==> src/rtl/display_timing_pipe.sv <==
// Pixel-clock video output stage.
// Generates programmable raster timing, issues (sx, sy) to a colour source
// with a fixed read latency, realigns the returned colour with the delayed
// sync/DE, blanks it, expands it to 8 bits per channel and registers it.
module display_timing_pipe #(
  parameter int CORDW       = 10,
  parameter int H_RES       = 640,
  parameter int H_FP        = 16,
  parameter int H_SYNC      = 96,
  parameter int H_BP        = 48,
  parameter int V_RES       = 480,
  parameter int V_FP        = 10,
  parameter int V_SYNC      = 2,
  parameter int V_BP        = 33,
  parameter bit SYNC_POL    = 1'b0,
  parameter int IN_BPC      = 4,
  parameter int COLOR_LAT   = 1,
  parameter int EXPAND_MODE = 0
) (
  input  logic                  clk_pix,
  input  logic                  rst_pix,
  input  logic                  ce,
  output logic [CORDW-1:0]      sx,
  output logic [CORDW-1:0]      sy,
  output logic                  frame_start,
  input  logic [3*IN_BPC-1:0]   color_in,
  output logic [CORDW-1:0]      out_sx,
  output logic [CORDW-1:0]      out_sy,
  output logic                  out_de,
  output logic                  out_hsync,
  output logic                  out_vsync,
  output logic [7:0]            out_r,
  output logic [7:0]            out_g,
  output logic [7:0]            out_b,
  output logic [15:0]           frame_count
);

  localparam int H_TOTAL = H_RES + H_FP + H_SYNC + H_BP;
  localparam int V_TOTAL = V_RES + V_FP + V_SYNC + V_BP;

  localparam logic [CORDW-1:0] H_LAST = CORDW'(H_TOTAL - 1);
  localparam logic [CORDW-1:0] V_LAST = CORDW'(V_TOTAL - 1);
  localparam logic [CORDW-1:0] H_ACT  = CORDW'(H_RES);
  localparam logic [CORDW-1:0] V_ACT  = CORDW'(V_RES);
  localparam logic [CORDW-1:0] HS_BEG = CORDW'(H_RES + H_FP);
  localparam logic [CORDW-1:0] HS_END = CORDW'(H_RES + H_FP + H_SYNC);
  localparam logic [CORDW-1:0] VS_BEG = CORDW'(V_RES + V_FP);
  localparam logic [CORDW-1:0] VS_END = CORDW'(V_RES + V_FP + V_SYNC);

  // Tap layout: {h, v, de, hsync_active, vsync_active}; syncs are carried as
  // "active" flags so a cleared tap is always an inactive, blanked pixel.
  localparam int TW = 2 * CORDW + 3;

  // Channel widening: zero-pad the LSBs or replicate the value MSB-first.
  function automatic logic [7:0] expand(input logic [IN_BPC-1:0] c);
    logic [7:0] res;
    res = '0;
    if (EXPAND_MODE == 0) begin
      res = 8'(c) << (8 - IN_BPC);
    end else begin
      for (int i = 0; i < 8; i++) begin
        res[7-i] = c[IN_BPC-1-(i % IN_BPC)];
      end
    end
    return res;
  endfunction

  logic [CORDW-1:0] h, v;
  logic             vld_p0, hs_p0, vs_p0;
  logic [TW-1:0]    tap_p0, tap_p1;
  logic [CORDW-1:0] h_p1, v_p1;
  logic             vld_p1, hs_p1, vs_p1;
  logic [IN_BPC-1:0] r_in, g_in, b_in;

  // Stage p0: raster counters and frame counter, advancing on each enabled pixel
  always_ff @(posedge clk_pix) begin
    if (rst_pix) begin
      h           <= '0;
      v           <= '0;
      frame_count <= '0;
    end else if (ce) begin
      if (h == H_LAST) begin
        h <= '0;
        if (v == V_LAST) begin
          v           <= '0;
          frame_count <= frame_count + 16'd1;
        end else begin
          v <= v + 1'b1;
        end
      end else begin
        h <= h + 1'b1;
      end
    end
  end

  assign sx          = h;
  assign sy          = v;
  assign frame_start = ce && (h == '0) && (v == '0);

  assign vld_p0 = (h < H_ACT) && (v < V_ACT);
  assign hs_p0  = (h >= HS_BEG) && (h < HS_END);
  assign vs_p0  = (v >= VS_BEG) && (v < VS_END);
  assign tap_p0 = {h, v, vld_p0, hs_p0, vs_p0};

  // Stage p0 -> p1: delay line matching the colour source read latency
  generate
    if (COLOR_LAT == 0) begin : g_nodly
      assign tap_p1 = tap_p0;
    end else begin : g_dly
      logic [TW-1:0] dly [COLOR_LAT];

      // Shift the decoded timing along with the outstanding colour reads
      always_ff @(posedge clk_pix) begin
        if (rst_pix) begin
          for (int i = 0; i < COLOR_LAT; i++) dly[i] <= '0;
        end else if (ce) begin
          dly[0] <= tap_p0;
          for (int i = 1; i < COLOR_LAT; i++) dly[i] <= dly[i-1];
        end
      end

      assign tap_p1 = dly[COLOR_LAT-1];
    end
  endgenerate

  assign {h_p1, v_p1, vld_p1, hs_p1, vs_p1} = tap_p1;

  assign r_in = color_in[3*IN_BPC-1 -: IN_BPC];
  assign g_in = color_in[2*IN_BPC-1 -: IN_BPC];
  assign b_in = color_in[IN_BPC-1:0];

  // Stage p1 -> output: sample colour with its coordinates, blank and expand
  always_ff @(posedge clk_pix) begin
    if (rst_pix) begin
      out_sx    <= '0;
      out_sy    <= '0;
      out_de    <= 1'b0;
      out_hsync <= ~SYNC_POL;
      out_vsync <= ~SYNC_POL;
      out_r     <= '0;
      out_g     <= '0;
      out_b     <= '0;
    end else if (ce) begin
      out_sx    <= h_p1;
      out_sy    <= v_p1;
      out_de    <= vld_p1;
      out_hsync <= hs_p1 ? SYNC_POL : ~SYNC_POL;
      out_vsync <= vs_p1 ? SYNC_POL : ~SYNC_POL;
      out_r     <= vld_p1 ? expand(r_in) : 8'h00;
      out_g     <= vld_p1 ? expand(g_in) : 8'h00;
      out_b     <= vld_p1 ? expand(b_in) : 8'h00;
    end
  end

endmodule

==> config.mk <==
export PLATFORM = sky130hd
export DESIGN_NAME = display_timing_pipe
export DESIGN_NICKNAME = d
export VERILOG_FILES = /design/src/rtl/display_timing_pipe.sv
export SDC_FILE = /design/constraint.sdc
export NUM_CORES = 1
export LEC_CHECK = 0
export ABC_CLOCK_PERIOD_IN_PS = 2900
export BUFFER_PORTS_ARGS = -buffer_cell sky130_fd_sc_hd__buf_4
export CORE_MARGIN = 2
export CORE_UTILIZATION = 50
export DETAILED_ROUTE_END_ITERATION = 16
export MAX_ROUTING_LAYER = met4
export PLACE_DENSITY = 0.74
export SLEW_MARGIN = 20
export SYNTH_ARGS = -nofsm -noshare
export SYNTH_HDL_FRONTEND = slang
export SYNTH_SLANG_ARGS = --single-unit
==> constraint.sdc <==
create_clock -name clk_pix -period 2.9 [get_ports clk_pix]
set_input_delay 0.58 -clock clk_pix [delete_from_list [all_inputs] [get_ports clk_pix]]
set_output_delay 0.58 -clock clk_pix [all_outputs]
set_load 0.05 [all_outputs]
==> results.ini <==
[run_status]
status=finished, final reports clean

[job]
maxCapViolations=0

[global_routing]
grt_pass1_vias=2835
antenna_found_initial=0
grt_overflow=0
grt_max_degree=70
grt.total_usage=0.206
grt_first_pass_wirelength_um=13800

[cells_and_area]
n_antenna_cell=0
nNetsFinal=493
drive_above_1_share=0.259
final_core_utilization=0.627
syn_to_final_growth_pct=21.0
fillers=663

[synth]
synth.area.mux_share=0.0526
synth_seq_cells=94
synth_top_area_cell=dfxtp_1
synth_xor_area_frac=0.0631
netlist_area_mm2=0.00402
ys_warn_count=0
synth_top_family_by_area=simple AND/OR/NAND/NOR gates
synthCells=395
synth-simple-area-share=0.243
netlist.area_leader.share=0.353
synth.avg_cell_area_um2=10.2
yosys-top-cells-area=dfxtp_1 35%, edfxtp_1 17%, nor2_1 6.1%
async_flop_share=0
synth.distinct_cells=43
synth_compound_area_frac=0.0383
synth_edf_count=23
ys_top_cells_by_count=71 x dfxtp_1, 65 x nor2_1, 23 x edfxtp_1
synthAdderAreaFrac=0.0156
synth-main-ff-cell=dfxtp_1
ys_seq_area_frac=0.525
synth.most_common_cell=dfxtp_1

[sta]
rsz0062_at_grt=no
period_needed_ps=2760
fmax_mhz=362
drv_slew=0
finClkSkew_ps=8.51
hold_viol=0
finalSetupViolCount=0
max-slew-margin-rel=0.315
fin_crit_sh=0.953
setup_slack_ps=136
finalSetupTns_ps=0
worstMarginPinSlew_ps=1020

[clock_network]
cts_sinks=94
cts_tree=done
cts_root_buffer=clkbuf_8
h-tree-depth=3
clk_pin_slew_ps=90
cts_made_buffers=9
clockBufferDepth=2
clk_latency_ps=360

[power]
p_leak_nw=2.07
p_switching_w=0.000630
power_w=0.00247
vdd_ir_drop_max_mv=0.253
p_comb_frac=0.101
intPower_w=0.00184
clock_power_share=0.337
power.share.sequential=0.563
p_per_area_mw_per_mm2=508
netSwitchingFraction=0.255

[floorplanning]
start_util=0.518
row_count=32
die_w_um=93.7
fp.coreArea_mm2=0.00777
io_pins=99
dieArea_mm2=0.00878
dieHeight_um=93.7

[worst_hold_path]
hold_depth=3
holdCritPathClass=in -> reg
hp-start=color_in[9]

[setup_path]
crit_fanout=5
timing.rr.start=sy[1]
crit_required_ps=2320
critPathKind=reg -> out
ff2ff_path_depth=7
slowest_stage=or4b_4
crit_arrival_ps=2180
end_kind=output port
critPathLaunchType=register
worst_path_largest_cell_delay_ps=480
critPathLaunch=sy[1]
crit_chain=inv_1 > ha_1 > or4b_4 > nor3_2 > nand4_1 > nor4_4 > buf_6

[detailed_routing]
drc=0
via_count=3045
wl_per_cell_um=14.6
wl_um=8460
ant_nets=0
routed_via_density=5.25
drt_iter0_drc=126
firstDrtPassIters=4

[placed_design]
port_buffers=86
gp_congestion=0.886
pre_cts_slack_ps=404
dp_hpwl_um=5850

[layout by cell type, fill, tap and decap left out, drive strengths merged, types with 13 or more instances in the layout]
| cell type | netlist | final |
|---|---|---|
| buf | 16 | 91 |
| edfxtp | 23 | 23 |
| nand2 | 19 | 19 |
| nand3 | 13 | 13 |
| xnor2 | 16 | 16 |
| dfxtp | 71 | 71 |
| xor2 | 13 | 13 |
| nor3 | 18 | 18 |
| mux2i | 20 | 20 |
| nor2 | 65 | 65 |
| and2 | 17 | 17 |
[timing repair]
| action | in CTS | in global routing |
|---|---|---|
| resized for setup | 0 | 3 |
| hold buffers | 0 | 0 |
| setup buffers | 0 | 0 |
| endpoints found under the setup margin | 0 | 1 |
[final cells by class]
class / instances / area (µm²) / share of cell area
repair buffers: 91 / 687 / 0.141
clock buffers: 10 / 128 / 0.0262
inverters: 7 / 26.3 / 0.00540
multi-input cells: 270 / 1720 / 0.354
flip-flops and latches: 94 / 2110 / 0.434
clock inverters: 6 / 61.3 / 0.0126
well taps: 102 / 128 / 0.0262
[registers in the layout, summed over array words and instances, names as in the netlist]
name,cells
out_sy,10
frame_count,16
sx,10
out_de,1
out_hsync,1
out_b,4
g_dly.dly,23
out_r,4
sy,10
out_g,4
out_sx,10
out_vsync,1
[logic make-up after synthesis]
logic type | Yosys count
other cells | 1
simple gates | 179
mux | 21
fa+ha+maj | 5
buf+inv | 42
xor+xnor | 29
compound gates | 24
flops | 94
[stage by stage]
step	hold slack (ps)	std cells	area, µm²
3_5_place_dp	474	564	4670
4_1_cts	435	580	4860
3_3_place_gp	462	564	4670
5_1_grt	446	580	4870
6_report	451	580	4870
2_1_floorplan	456	406	4080
[per-layer routing]
layer / GRT usage / up-vias / wire length (µm)
li1: - / 1489 / -
met1: 0.252 / 1446 / 3640
met2: 0.327 / 96 / 4130
met3: 0.0586 / 14 / 537
met4: 0.0749 / 0 / 150
met5: - / - / 0
[power by group through the flow]
stage	Combinational [W]	Clock, W	Sequential (W)
after floorplan	0.000126	0	0.00149
after global placement	0.000244	0	0.00142
after detailed placement	0.000249	0	0.00142
after CTS	0.000249	0.000859	0.00139
after global routing	0.000263	0.000920	0.00140
final	0.000248	0.000832	0.00139
[final timing paths]
kind | end | slack [ps]
worst max-delay path | frame_start | 140
worst min-delay path | out_r[5] | 450
worst max register to register | frame_count[15] | 370
worst min register to register | out_sx[2] | 490
[worst max-delay path: cells and delay by family (launching register included)]
family,cells,cell delay [ps]
and+or+nand+nor,4,1010
DFF,1,360
adders and majority gates,1,140
buffers and inverters,2,310
(Power assumes the default switching activity.)
